[src/rtl/sensor_sched_pkg.sv]
// Shared types and constants for the sensor poll scheduler.
// Latency: n/a (types and constants only).
// Backpressure: n/a.
package sensor_sched_pkg;

  localparam int TIMER_W = 24;

  localparam logic [15:0] NEAR_TH_DEF = 16'd80;
  localparam logic [15:0] FAR_TH_DEF  = 16'd40;

  typedef enum logic [1:0] {
    IDLE    = 2'd0,
    ACQUIRE = 2'd1,
    WAIT    = 2'd2,
    FAULT   = 2'd3
  } state_t;

endpackage

[src/rtl/prox_hysteresis.sv]
// Two-threshold proximity flag, updated only when a new sample is captured.
// Latency: near reflects value one cycle after the update strobe.
// Backpressure: none; every update strobe is consumed.
module prox_hysteresis
  import sensor_sched_pkg::*;
#(
  parameter logic [15:0] NEAR_TH = NEAR_TH_DEF,
  parameter logic [15:0] FAR_TH  = FAR_TH_DEF
) (
  input  logic        clk,
  input  logic        rst,
  input  logic        update,
  input  logic [15:0] value,
  output logic        near
);

  // Values between the thresholds keep the previous decision.
  always_ff @(posedge clk or posedge rst) begin
    if (rst) begin
      near <= 1'b0;
    end else if (update) begin
      if (value >= NEAR_TH) begin
        near <= 1'b1;
      end else if (value <= FAR_TH) begin
        near <= 1'b0;
      end
    end
  end

endmodule

[src/rtl/sensor_poll_scheduler.sv]
// Sequences the proximity/ALS driver: enable window, timeout, retry, sticky fault, idle gap.
// Latency: a drv_data_ready strobe is published on prox_out/sample_valid one cycle later.
// Backpressure: none; a strobe is captured only in ACQUIRE and ignored elsewhere.
module sensor_poll_scheduler
  import sensor_sched_pkg::*;
#(
  parameter logic [TIMER_W-1:0] POLL_PERIOD = 24'd1_200_000,
  parameter logic [TIMER_W-1:0] TIMEOUT     = 24'd12_000_000,
  parameter logic [3:0]         MAX_RETRY   = 4'd3,
  parameter logic [15:0]        NEAR_TH     = NEAR_TH_DEF,
  parameter logic [15:0]        FAR_TH      = FAR_TH_DEF
) (
  input  logic        clk,
  input  logic        rst,
  input  logic        run,
  input  logic        clear_fault,
  output logic        drv_enable,
  input  logic        drv_data_ready,
  input  logic        drv_error,
  input  logic [15:0] drv_prox,
  input  logic [15:0] drv_als,
  output logic [15:0] prox_out,
  output logic [15:0] als_out,
  output logic        sample_valid,
  output logic        hand_near,
  output logic [7:0]  sample_count,
  output logic        busy,
  output logic        fault
);

  // Terminal counts; both parameters are at least 1 so these never wrap.
  localparam logic [TIMER_W-1:0] TIMEOUT_LAST = TIMEOUT - 24'd1;
  localparam logic [TIMER_W-1:0] POLL_LAST    = POLL_PERIOD - 24'd1;

  state_t               state, state_nxt;
  logic [TIMER_W-1:0]   timer, timer_nxt;
  logic [3:0]           retry_cnt, retry_nxt;
  logic [3:0]           retry_inc;
  logic                 capture;

  assign retry_inc = retry_cnt + 4'd1;

  // State, timer and retry counter registers.
  always_ff @(posedge clk or posedge rst) begin
    if (rst) begin
      state     <= IDLE;
      timer     <= '0;
      retry_cnt <= 4'd0;
    end else begin
      state     <= state_nxt;
      timer     <= timer_nxt;
      retry_cnt <= retry_nxt;
    end
  end

  // Next-state logic; timer is cleared on every state change so each
  // window and each gap starts counting from zero.
  always_comb begin
    state_nxt = state;
    timer_nxt = '0;
    retry_nxt = retry_cnt;
    capture   = 1'b0;
    case (state)
      IDLE: begin
        if (run) begin
          state_nxt = ACQUIRE;
        end
      end
      ACQUIRE: begin
        if (!run) begin
          state_nxt = IDLE;
        end else if (drv_data_ready) begin
          // Data beats a coincident error.
          capture   = 1'b1;
          retry_nxt = 4'd0;
          state_nxt = WAIT;
        end else if (drv_error || (timer == TIMEOUT_LAST)) begin
          retry_nxt = retry_inc;
          state_nxt = (retry_inc == MAX_RETRY) ? FAULT : WAIT;
        end else begin
          timer_nxt = timer + 24'd1;
        end
      end
      WAIT: begin
        if (!run) begin
          state_nxt = IDLE;
        end else if (timer == POLL_LAST) begin
          state_nxt = ACQUIRE;
        end else begin
          timer_nxt = timer + 24'd1;
        end
      end
      FAULT: begin
        if (clear_fault) begin
          state_nxt = IDLE;
          retry_nxt = 4'd0;
        end
      end
      default: begin
        state_nxt = IDLE;
      end
    endcase
  end

  // Registered status outputs decoded from the next state so they line up with state.
  always_ff @(posedge clk or posedge rst) begin
    if (rst) begin
      drv_enable   <= 1'b0;
      busy         <= 1'b0;
      fault        <= 1'b0;
      sample_valid <= 1'b0;
    end else begin
      drv_enable   <= (state_nxt == ACQUIRE);
      busy         <= (state_nxt == ACQUIRE) || (state_nxt == WAIT);
      fault        <= (state_nxt == FAULT);
      sample_valid <= capture;
    end
  end

  // Sample capture; values persist until the next successful acquisition.
  always_ff @(posedge clk or posedge rst) begin
    if (rst) begin
      prox_out     <= 16'd0;
      als_out      <= 16'd0;
      sample_count <= 8'd0;
    end else if (capture) begin
      prox_out     <= drv_prox;
      als_out      <= drv_als;
      sample_count <= sample_count + 8'd1;
    end
  end

  prox_hysteresis #(
    .NEAR_TH (NEAR_TH),
    .FAR_TH  (FAR_TH)
  ) u_hyst (
    .clk    (clk),
    .rst    (rst),
    .update (capture),
    .value  (drv_prox),
    .near   (hand_near)
  );

endmodule

[config.mk]
export PLATFORM = sky130hd
export DESIGN_NAME = sensor_poll_scheduler
export DESIGN_NICKNAME = d
export VERILOG_FILES = /design/src/rtl/sensor_sched_pkg.sv /design/src/rtl/prox_hysteresis.sv /design/src/rtl/sensor_poll_scheduler.sv
export SDC_FILE = /design/constraint.sdc
export NUM_CORES = 1
export LEC_CHECK = 0
export ABC_AREA = 1
export CAP_MARGIN = 20
export CORE_ASPECT_RATIO = 0.8
export CORE_MARGIN = 2
export CORE_UTILIZATION = 25
export CTS_CLUSTER_DIAMETER = 30
export DETAILED_ROUTE_END_ITERATION = 8
export GPL_ROUTABILITY_DRIVEN = 0
export SLEW_MARGIN = 20
export SYNTH_ARGS = -nofsm -noshare
export SYNTH_HDL_FRONTEND = slang
export SYNTH_SLANG_ARGS = --single-unit
[constraint.sdc]
create_clock -name clk -period 3.4 [get_ports clk]
set_input_delay 0.51 -clock clk [delete_from_list [all_inputs] [get_ports clk]]
set_output_delay 0.51 -clock clk [all_outputs]
set_load 0.005 [all_outputs]
==> impl_summary.log, run 1 <==
INFO  metric worst-path-max-fanout = 39
INFO  metric cts_root_buffer_type = clkbuf_16
INFO  metric antenna_left = 0
INFO  metric drt-total-wl = 8.547 mm
INFO  metric grt_antenna_before_repair = 0
INFO  metric placeableCoreArea = 0.01430 mm^2
INFO  metric cellLeakagePower = 2.383 nW
INFO  metric syn_inst = 446
INFO  metric nFillCells = 1435
INFO  metric max-vdd-ir-drop = 0.2966 mV
INFO  metric synthesis.nets = 493
INFO  metric syn2layout_area_growth = 35.93%
INFO  metric min_period = 2.394 ns
INFO  metric post_dp_cell_area = 0.004707 mm^2
INFO  metric critPathArrivalTime = 2.66 ns
INFO  metric overflow_left_after_global_routing = 0
INFO  metric finalHoldViolations = 0
INFO  metric slowest_delay = 0.43 ns
INFO  metric final_common_cell = nand2_1
INFO  metric clk_pin_slew = 0.06 ns
INFO  metric synth_sequential_area_ratio = 0.5118
INFO  metric worst_setup_path_start_kind = flip-flop
INFO  metric place.detailed.hpwl = 6.291 mm
INFO  metric drt_iter0_drc = 198
INFO  metric cts-hold-fix-buffers = 0
INFO  metric synth_enable_flop_cells = 0
INFO  metric grt_setup_unrepaired = no
INFO  metric cpMaxStageDelayCell = dfrtp_1
INFO  metric p_comb_frac = 0.341
INFO  metric maxCapViolCount = 0
INFO  metric cp_data_required_time = 3.66 ns
INFO  metric final.setup.worst_slack = 1.006 ns
INFO  metric tightestPinTransition = 0.7453 ns
INFO  metric fp.dieArea = 0.01566 mm^2
INFO  metric ys.warnings.count = 0
INFO  metric max-clock-path-buffers = 2
INFO  metric dr.pass1.iters = 4
INFO  metric report.final.slew_viol_count = 0
INFO  metric timing_worst_setup_path_type = reg2reg
INFO  metric post_cts.repair.setup_buffers = 0
INFO  metric grt_start_max_net_pins = 42
INFO  metric place_ws = 0.6968 ns
INFO  metric synth_top_flop_cell = dfrtp_1
INFO  metric avgRoutedWirePerCell = 11.84 um
INFO  metric ant_diodes = 0
INFO  metric worst_skew_pair.late_latency = 0.34 ns
INFO  metric critical_path.top_delay_family = simple AND/OR/NAND/NOR gates
INFO  metric final_cell_mix = nand2_1, clkdlybuf4s50_1, dfrtp_1
INFO  metric timing.clock.skew = 0.006749 ns
INFO  metric power.sequential.fraction = 0.402
INFO  metric critical_path.cell_chain = inv_1 -> ha_1 -> nand2_1 -> nor2_4 -> inv_2 -> nor2_1 -> nand3_1 -> nor2_1 -> xor2_1
INFO  metric port-buffer-count = 82
INFO  metric cts.sinks = 75
INFO  metric post_synth_num_cell_types = 32
INFO  metric clock_power_share = 0.257
INFO  metric setup_viols_final = 0
INFO  metric swShare = 0.3231
INFO  metric layout.cell_area.non_filler = 0.004985 mm^2
INFO  metric ys_seq_elements = 75
INFO  metric synth_area = 0.003667 mm^2
INFO  metric initial_utilization = 0.2565
INFO  metric vias_per_cell = 4.273
INFO  metric drive_above_1_share = 0.06134
INFO  metric cellPowerDensity = 683.6 mW/mm^2
INFO  metric ctsResizeCount = 0
INFO  metric cts_tree = built
INFO  metric drt_drc_violations_left = 0
INFO  metric period_share = 0.7041
INFO  metric placementRows = 39
INFO  metric run_status = finished, final reports clean
INFO  metric cts_buf_count = 9
INFO  metric die_width = 139.4 um
INFO  metric fmaxAchievable = 0.4177 GHz
INFO  metric asyncSetResetFlopFracSynth = 1.000
INFO  metric worstSetupEndpointType = flip-flop
INFO  metric fin_hold_ws = 0.4715 ns
INFO  metric critPathBufInv = 2
INFO  metric floorplan.die.height = 112.3 um
INFO  metric via_count_of_the_first_global_routing_pass = 3062
INFO  metric avgSynthCellArea = 8.223 um^2
INFO  metric crit_top_cell = nor2_1
INFO  metric global_routing_usage_summed_across_all_routing_layers = 0.1146
INFO  metric hold_class = reg2reg
INFO  metric worst_slew_slack_as_a_fraction_of_its_limit = 0.5024
INFO  metric cts.htree.levels = 3
INFO  metric via_count = 3085
INFO  metric fin_setup_tns = 0 ns
INFO  metric wire_length_of_the_first_global_routing_pass = 14.41 mm
INFO  metric psw = 1.101 mW
INFO  metric layout.core_utilization = 0.3486
INFO  metric final_nets = 580
INFO  metric boundaryPins = 83
INFO  metric internal-power = 2.307 mW
## cells by family (layout without fill, tap and decap cells)
| logic type | after synthesis | after routing | share of synthesized area |
|---|---|---|---|
| flip-flops | 75 | 75 | 0.5118 |
| XOR/XNOR | 24 | 24 | 0.05732 |
| AO/OA/AOI/OAI | 22 | 22 | 0.03548 |
| AND/OR/NAND/NOR | 248 | 248 | 0.2927 |
| adder cells (fa/ha/maj) | 9 | 9 | 0.03071 |
| buffers and inverters | 68 | 160 | 0.07199 |
## cells in the mapped netlist, types with 2 or more instances
cell | number | area share
a21oi_1 | 4 | 0.0055
buf_1 | 3 | 0.0031
clkbuf_1 | 3 | 0.0031
dfrtp_1 | 75 | 0.51
ha_1 | 9 | 0.031
inv_1 | 56 | 0.057
inv_2 | 4 | 0.0041
nand2_1 | 143 | 0.15
nand3_1 | 20 | 0.027
nand3_2 | 3 | 0.0082
nand3b_1 | 3 | 0.0061
nand4_1 | 11 | 0.019
nor2_1 | 49 | 0.050
nor2_4 | 2 | 0.0061
nor3_1 | 10 | 0.014
o21ai_0 | 13 | 0.018
xnor2_1 | 7 | 0.017
xor2_1 | 17 | 0.041
## state kept, by name (all words and copies together), names as in the netlist
signal	cells
fault	1
prox_out	16
busy	1
state	2
sample_count	8
timer	24
sample_valid	1
retry_cnt	4
drv_enable	1
als_out	16
u_hyst.near	1
## layout make-up
| class | instances | area, um^2 | area share |
|---|---|---|---|
| Clock buffer | 9 | 225.2 | 0.04518 |
| Clock inverter | 7 | 52.55 | 0.01054 |
| Sequential cell | 75 | 1877 | 0.3765 |
| Multi-Input combinational cell | 303 | 1526 | 0.3062 |
| Tap cell | 184 | 230.2 | 0.04618 |
| Inverter | 60 | 225.2 | 0.04518 |
| Timing Repair Buffer | 84 | 848.3 | 0.1702 |
## metal layers
metal	vias up	global-route usage	wire length, um	share of wire
met3	13	0.04309	607	0.071
met5	-	0	0	0
met4	0	0.04310	143	0.017
met2	85	0.1693	3605	0.42
li1	1550	-	-	-
met1	1437	0.1534	4190	0.49
## worst paths after layout
kind	from	end	slack (ns)	cells past startpoint
min in group asynchronous	rst	als_out[0]$_DFFE_PP0P_	0.62	2
min reg2reg	sample_count[7]$_DFFE_PP0P_	sample_count[7]$_DFFE_PP0P_	0.47	1
max reg2reg	state[1]$_DFF_PP0_	sample_count[6]$_DFFE_PP0P_	1.01	9
max	state[1]$_DFF_PP0_	sample_count[6]$_DFFE_PP0P_	1.01	9
min	sample_count[7]$_DFFE_PP0P_	sample_count[7]$_DFFE_PP0P_	0.47	1
max in group asynchronous	rst	state[1]$_DFF_PP0_	2.11	3
## worst register-to-register path: cells and delay by family, from the launching register on
kind / cells / cell delay (ns)
XOR/XNOR: 1 / 0.15
adder cells (fa/ha/maj): 1 / 0.24
buffers and inverters: 2 / 0.49
flip-flops: 1 / 0.43
AND/OR/NAND/NOR: 5 / 1.02
## power by group through the flow
stage	logic, mW	registers [mW]	clock network (mW)
after floorplan	0.491	1.36	0
after global placement	1.16	1.38	0
after CTS	1.18	1.37	0.900
final	1.16	1.37	0.877
after global routing	1.30	1.41	0.945
after detailed placement	1.18	1.37	0
## through the flow
stage / power (mW) / cells
3_5_place_dp: 2.547 / 706
3_3_place_gp: 2.534 / 706
2_1_floorplan: 1.851 / 446
4_1_cts: 3.451 / 722
5_1_grt: 3.650 / 722
6_report: 3.408 / 722
No activity file was read; power rests on OpenSTA's default activity.
==> inputs of run 2 (changes only) <==
Clock period 3.4 ns to 2.2 ns, I/O delays scaled along.
==> run 2 against run 1 <==
Combinational power up 58%. Sequential power up 54%. Final cell count up 0.55%. Critical path type unchanged. Core utilization up 0.28 points. Global-route usage up 0.78 points. Non-clock buffer count up 4.
==> impl_summary.log, run 2 (synthesis gave the netlist of run 1 again) <==
INFO  metric floorplan.die.height = 112.3 um (unchanged)
INFO  metric clk_pin_slew = 0.06 ns (about the same)
INFO  metric timing.clock.skew = 0.006288 ns (was 0.006749 ns)
INFO  metric final_common_cell = nand2_1 (unchanged)
INFO  metric drt_drc_violations_left = 0 (unchanged)
INFO  metric cts.sinks = 75 (unchanged)
INFO  metric crit_path_start = timer[0]$_DFF_PP0_ (was state[1]$_DFF_PP0_)
INFO  metric via_count = 3074 (was 3085)
INFO  metric boundaryPins = 83 (unchanged)
INFO  metric worstSetupEndpointType = flip-flop (unchanged)
INFO  metric ff2ff_path_depth = 11 (was 9)
INFO  metric worst_setup_path_start_kind = flip-flop (unchanged)
INFO  metric reg.largest.list = timer (24), als_out (16), prox_out (16) (unchanged)
INFO  metric setup.reg_to_reg.worst_slack = 0.21 ns (was 1.01 ns)
INFO  metric period_share = 0.9026 (was 0.7041)
INFO  metric report.final.slew_viol_count = 0 (unchanged)
INFO  metric global_routing_usage_summed_across_all_routing_layers = 0.1225 (was 0.1146)
INFO  metric post_dp_cell_area = 0.004741 mm^2 (was 0.004707 mm^2)
INFO  metric cellLeakagePower = 2.400 nW (was 2.383 nW)
INFO  metric regArea = 0.001877 mm^2 (unchanged)
INFO  metric grt_setup_unrepaired = no (unchanged)
INFO  metric syn2layout_area_growth = 37.02% (was 35.93%)
INFO  metric critPathArrivalTime = 2.26 ns (was 2.66 ns)
INFO  metric max-vdd-ir-drop = 0.4493 mV (was 0.2966 mV)
INFO  metric largest_reg_flops = 24 (unchanged)
INFO  metric avgRoutedWirePerCell = 12.47 um (was 11.84 um)
INFO  metric die_width = 139.4 um (unchanged)
INFO  metric cts-hold-fix-buffers = 0 (unchanged)
INFO  metric drt-total-wl = 9.054 mm (was 8.547 mm)
INFO  metric r2r_end = busy$_DFF_PP0_ (was sample_count[6]$_DFFE_PP0P_)
INFO  metric drt_iter0_drc = 141 (was 198)
INFO  metric cts_buf_count = 9 (unchanged)
INFO  metric fin_setup_tns = 0 ns (unchanged)
INFO  metric overflow_left_after_global_routing = 0 (unchanged)
INFO  metric hold_class = in2async (was reg2reg)
INFO  metric post_cts.repair.setup_buffers = 0 (unchanged)
INFO  metric antenna_left = 0 (unchanged)
INFO  metric maxCapViolCount = 0 (unchanged)
INFO  metric r2r-start = timer[0]$_DFF_PP0_ (was state[1]$_DFF_PP0_)
INFO  metric final_cell_mix = nand2_1, clkdlybuf4s50_1, dfrtp_1 (unchanged)
INFO  metric fin_hold_ws = 0.3820 ns (was 0.4715 ns)
INFO  metric placementRows = 39 (unchanged)
INFO  metric finalHoldViolations = 0 (unchanged)
INFO  metric multi_input_area = 0.001526 mm^2 (unchanged)
INFO  metric worst_skew_pair.late_latency = 0.34 ns (about the same)
INFO  metric run_status = finished, final reports clean (unchanged)
INFO  metric ant_diodes = 0 (unchanged)
INFO  metric via_count_of_the_first_global_routing_pass = 3197 (was 3062)
INFO  metric max-clock-path-buffers = 2 (unchanged)
INFO  metric tightestPinTransition = 0.5272 ns (was 0.7453 ns)
INFO  metric fp.dieArea = 0.01566 mm^2 (unchanged)
INFO  metric layout.core_utilization = 0.3514 (was 0.3486)
INFO  metric worst_setup_path_endpoint = busy$_DFF_PP0_ (was sample_count[6]$_DFFE_PP0P_)
INFO  metric vias_per_cell = 4.234 (was 4.273)
INFO  metric placeableCoreArea = 0.01430 mm^2 (unchanged)
INFO  metric cp_data_required_time = 2.48 ns (was 3.66 ns)
INFO  metric setup_viols_final = 0 (unchanged)
INFO  metric grt_start_max_net_pins = 35 (was 42)
INFO  metric top_register_by_number_of_flip_flops = timer (unchanged)
INFO  metric wire_length_of_the_first_global_routing_pass = 15.52 mm (was 14.41 mm)
INFO  metric cellPowerDensity = 1063 mW/mm^2 (was 683.6 mW/mm^2)
INFO  metric fmaxAchievable = 0.5036 GHz (was 0.4177 GHz)
INFO  metric worst-path-max-fanout = 6 (was 39)
INFO  metric drive_above_1_share = 0.06827 (was 0.06134)
INFO  metric place.detailed.hpwl = 6.838 mm (was 6.291 mm)
INFO  metric grt_antenna_before_repair = 0 (unchanged)
INFO  metric cts_tree = built (unchanged)
INFO  metric initial_utilization = 0.2565 (unchanged)
INFO  metric cts.htree.levels = 3 (unchanged)
INFO  metric timing_worst_setup_path_type = reg2reg (unchanged)
INFO  metric final_nets = 584 (was 580)
INFO  metric nFillCells = 1442 (was 1435)
INFO  metric worst_slew_slack_as_a_fraction_of_its_limit = 0.6478 (was 0.5024)
INFO  metric cts_root_buffer_type = clkbuf_16 (unchanged)
INFO  metric layout.cell_area.non_filler = 0.005025 mm^2 (was 0.004985 mm^2)
INFO  metric min_period = 1.986 ns (was 2.394 ns)
INFO  metric dr.pass1.iters = 4 (unchanged)
INFO  metric port-buffer-count = 82 (unchanged)
INFO  metric ctsResizeCount = 0 (unchanged)
## run 2: cell types whose count changed in the layout (fill, tap and decap cells not counted), sizes merged
cell and delta:
clkinvlp +1, inv +2, buf +4, clkinv -3
## run 2: cell type report
class	count	area share
Inverter	60	0.04557
Clock inverter	7	0.01170
Multi-Input combinational cell	303	0.3038
Timing Repair Buffer	88	0.1748
Clock buffer	9	0.04482
Sequential cell	75	0.3735
Tap cell	184	0.04582
## run 2: stage by stage
| stage | instances | power [mW] | setup WS [ns] |
|---|---|---|---|
| CTS | 726 | 5.419 | 0.2390 |
| detailed placement | 710 | 3.971 | 0.2305 |
| floorplan | 446 | 2.861 | 0.4713 |
| global placement | 710 | 3.943 | 0.3164 |
| finish | 726 | 5.341 | 0.2142 |
| global route | 726 | 5.733 | 0.05443 |
## run 2: routing by layer
layer | share of wire | track usage
met5 | 0 | 0
met4 | 0.0085 | 0.03569
met3 | 0.083 | 0.05077
met2 | 0.44 | 0.1859
met1 | 0.47 | 0.1608
## run 2: critical path, cell delays in order (launching register included)
cell and delay [ns]:
dfrtp_1 0.42, ha_1 0.24, nand3_1 0.10, nor3_1 0.30
nand3_2 0.17, nand2_1 0.10, nand2_1 0.05, nand2_1 0.05
nand3_1 0.06, nand2_1 0.12, ha_1 0.25, inv_1 0.06
## run 2: where the power goes
| part | switching [mW] | total [mW] | internal (mW) |
|---|---|---|---|
| Combinational | 0.828 | 1.83 | 1.01 |
| Clock | 0.620 | 1.40 | 0.783 |
| Sequential | 0.300 | 2.11 | 1.81 |
| Total | 1.75 | 5.34 | 3.59 |
## run 2: worst min-delay path by stage
stage / from / end / slack, ns / depth (start not counted)
finish: rst / retry_cnt[2]$_DFFE_PP0P_ / 0.38 / 2
global route: rst / retry_cnt[1]$_DFFE_PP0P_ / 0.42 / 2
CTS: rst / retry_cnt[2]$_DFFE_PP0P_ / 0.39 / 2
detailed placement: als_out[1]$_DFFE_PP0P_ / als_out[1]$_DFFE_PP0P_ / 0.46 / 2
global placement: als_out[3]$_DFFE_PP0P_ / als_out[3]$_DFFE_PP0P_ / 0.46 / 2
floorplan: drv_als[0] / als_out[0]$_DFFE_PP0P_ / 0.45 / 2
==> inputs of run 3 (changes only) <==
Settings changed: CTS_BUF_LIST from default to sky130_fd_sc_hd__clkbuf_2 sky130_fd_sc_hd__clkbuf_4 sky130_fd_sc_hd__clkbuf_8.
==> run 3 against run 2 <==
Largest cell class unchanged. Clock power fell by 28%. Worst setup slack improved by 0.027 ns. Non-clock buffer count did not move. Final cell count did not move. Core utilization fell by 0.71 points. Largest power group unchanged. Register-to-register slack improved by 0.03 ns. Power fell by 7.5%. Die area did not move. Critical endpoint unchanged. Clock skew rose by 0.0043 ns. Fmax rose by 1.4%. Sequential power barely moved.
==> impl_summary.log, run 3 (synthesis gave the netlist of run 1 again) <==
INFO  metric via_count_of_the_first_global_routing_pass = 3201 (was 3197)
INFO  metric cellPowerDensity = 1004 mW/mm^2 (was 1063 mW/mm^2)
INFO  metric fmaxAchievable = 0.5106 GHz (was 0.5036 GHz)
INFO  metric cts.sinks = 75 (unchanged)
INFO  metric timing_worst_setup_path_type = reg2reg (unchanged)
INFO  metric syn2layout_area_growth = 34.25% (was 37.02%)
INFO  metric worst-path-max-fanout = 6 (unchanged)
INFO  metric max-vdd-ir-drop = 0.4397 mV (was 0.4493 mV)
INFO  metric cts-hold-fix-buffers = 0 (unchanged)
INFO  metric slowest_delay = 0.43 ns (was 0.42 ns)
INFO  metric global_routing_usage_summed_across_all_routing_layers = 0.1221 (was 0.1225)
INFO  metric top_register_by_number_of_flip_flops = timer (unchanged)
INFO  metric p_comb_frac = 0.371 (was 0.343)
INFO  metric grt_setup_unrepaired = no (unchanged)
INFO  metric internal-power = 3.235 mW (was 3.594 mW)
INFO  metric floorplan.die.height = 112.3 um (unchanged)
INFO  metric fp.dieArea = 0.01566 mm^2 (unchanged)
INFO  metric grt_antenna_before_repair = 0 (unchanged)
INFO  metric avgRoutedWirePerCell = 12.43 um (was 12.47 um)
INFO  metric cpMaxStageDelayCell = dfrtp_1 (unchanged)
INFO  metric psw = 1.706 mW (was 1.748 mW)
INFO  metric hold_class = in2async (unchanged)
INFO  metric ctsResizeCount = 0 (unchanged)
INFO  metric crit_top_cell = nand2_1 (unchanged)
INFO  metric post_dp_cell_area = 0.004741 mm^2 (unchanged)
INFO  metric worstSetupEndpointType = flip-flop (unchanged)
INFO  metric critical_path.cell_chain = ha_1 -> nand3_1 -> nor3_1 -> nand3_2 -> nand2_1 -> nand2_1 -> nand2_1 -> nand3_1 -> nand2_1 -> ha_1 -> inv_1 (unchanged)
INFO  metric global_route.usage.met1 = 0.1597 (was 0.1608)
INFO  metric worst_skew_pair.late_latency = 0.36 ns (was 0.34 ns)
INFO  metric via_count = 3095 (was 3074)
INFO  metric placeableCoreArea = 0.01430 mm^2 (unchanged)
INFO  metric groute.layer.met3.usage = 0.05205 (was 0.05077)
INFO  metric run_status = finished, final reports clean (unchanged)
INFO  metric max-clock-path-buffers = 2 (unchanged)
INFO  metric post_cts.repair.setup_buffers = 0 (unchanged)
INFO  metric cts_root_buffer_type = clkbuf_8 (was clkbuf_16)
INFO  metric cts_tree = built (unchanged)
INFO  metric final_common_cell = nand2_1 (unchanged)
INFO  metric min_period = 1.959 ns (was 1.986 ns)
INFO  metric cp_data_required_time = 2.50 ns (was 2.48 ns)
INFO  metric clk_pin_slew = 0.08 ns (was 0.06 ns)
INFO  metric drive_above_1_share = 0.06827 (unchanged)
INFO  metric power.sequential.fraction = 0.425 (was 0.394)
INFO  metric largest_reg_flops = 24 (unchanged)
INFO  metric worst_slew_slack_as_a_fraction_of_its_limit = 0.6500 (was 0.6478)
INFO  metric critPathArrivalTime = 2.26 ns (about the same)
INFO  metric reg.largest.list = timer (24), als_out (16), prox_out (16) (unchanged)
INFO  metric placementRows = 39 (unchanged)
INFO  metric tightestPinTransition = 0.5239 ns (was 0.5272 ns)
INFO  metric maxCapViolCount = 0 (unchanged)
INFO  metric ant_diodes = 0 (unchanged)
INFO  metric boundaryPins = 83 (unchanged)
INFO  metric drt_drc_violations_left = 0 (unchanged)
INFO  metric clock_power_share = 0.204 (was 0.263)
INFO  metric stdcell_count = 726 (unchanged)
INFO  metric drt_iter0_drc = 127 (was 141)
INFO  metric vias_per_cell = 4.263 (was 4.234)
INFO  metric setup_viols_final = 0 (unchanged)
INFO  metric overflow_left_after_global_routing = 0 (unchanged)
INFO  metric report.final.slew_viol_count = 0 (unchanged)
INFO  metric finalHoldViolations = 0 (unchanged)
INFO  metric swShare = 0.3453 (was 0.3272)
INFO  metric r2r-start = timer[0]$_DFF_PP0_ (unchanged)
INFO  metric layout.cell_area.non_filler = 0.004923 mm^2 (was 0.005025 mm^2)
INFO  metric port-buffer-count = 82 (unchanged)
INFO  metric grt_start_max_net_pins = 35 (unchanged)
INFO  metric crit_path_start = timer[0]$_DFF_PP0_ (unchanged)
INFO  metric worst_setup_path_start_kind = flip-flop (unchanged)
INFO  metric cts_buf_count = 9 (unchanged)
INFO  metric die_width = 139.4 um (unchanged)
INFO  metric place.detailed.hpwl = 6.838 mm (unchanged)
INFO  metric timing.clock.skew = 0.01063 ns (was 0.006288 ns)
INFO  metric final_nets = 584 (unchanged)
INFO  metric antenna_left = 0 (unchanged)
INFO  metric fin_setup_tns = 0 ns (unchanged)
INFO  metric busiest_layer = met2 (unchanged)
INFO  metric dr.pass1.iters = 4 (unchanged)
INFO  metric period_share = 0.8903 (was 0.9026)
INFO  metric wire_length_of_the_first_global_routing_pass = 15.47 mm (was 15.52 mm)
INFO  metric cellLeakagePower = 2.354 nW (was 2.400 nW)
INFO  metric final_cell_mix = nand2_1, clkdlybuf4s50_1, dfrtp_1 (unchanged)
INFO  metric initial_utilization = 0.2565 (unchanged)
INFO  metric cts.htree.levels = 3 (unchanged)
INFO  metric met2_usage = 0.1850 (was 0.1859)
INFO  metric dp.cells = 710 (unchanged)
INFO  metric drt-total-wl = 9.024 mm (was 9.054 mm)
==> run 3: path summary, 6_finish.rpt <==
| check | endpoint | depth (start not counted) | slack, ns |
|---|---|---|---|
| max in group asynchronous | timer[12]$_DFF_PP0_ | 3 | 1.28 |
| min in group clk | als_out[13]$_DFFE_PP0P_ | 2 | 0.48 |
| max | busy$_DFF_PP0_ | 11 | 0.24 |
| max reg2reg | busy$_DFF_PP0_ | 11 | 0.24 |
| min | retry_cnt[2]$_DFFE_PP0P_ | 2 | 0.35 |
| min reg2reg | als_out[13]$_DFFE_PP0P_ | 2 | 0.48 |
==> run 3: cell type report <==
class	count	area (um^2)
Clock inverter	7	58.81
Sequential cell	75	1877
Inverter	60	229.0
Fill cell	1457	9374
Multi-Input combinational cell	303	1526
Timing Repair Buffer	88	878.3
Clock buffer	9	123.9
Tap cell	184	230.2
==> run 3: layer usage <==
metal | wire length, um | up-vias
met5 | 0 | -
li1 | - | 1568
met3 | 731 | 9
met2 | 3904 | 86
met4 | 93 | 0
met1 | 4296 | 1432
==> run 3: worst max-delay path, delay by kind of cell, from the launching register on <==
family | cells | cell delay (ns)
and+or+nand+nor | 8 | 0.93
adders and majority gates | 2 | 0.49
DFF | 1 | 0.43
buffers and inverters | 1 | 0.06
==> run 3: power by group through the flow <==
| stage | Sequential, mW | Clock [mW] | Combinational, mW |
|---|---|---|---|
| after floorplan | 2.10 | 0 | 0.759 |
| after global placement | 2.11 | 0 | 1.83 |
| after detailed placement | 2.11 | 0 | 1.86 |
| after CTS | 2.11 | 1.04 | 1.87 |
| after global routing | 2.16 | 1.10 | 2.06 |
| final | 2.10 | 1.01 | 1.83 |
==> run 3: per-stage QoR <==
step	utilization	worst slack (ns)	total power [mW]	hold WS, ns
floorplan	-	0.4713	2.861	0.4466
finish	0.3444	0.2414	4.942	0.3527
CTS	0.3444	0.2435	5.014	0.3559
detailed placement	0.3316	0.2305	3.971	0.4619
global placement	0.3316	0.3164	3.943	0.4554
global route	0.3444	0.05177	5.323	0.3823
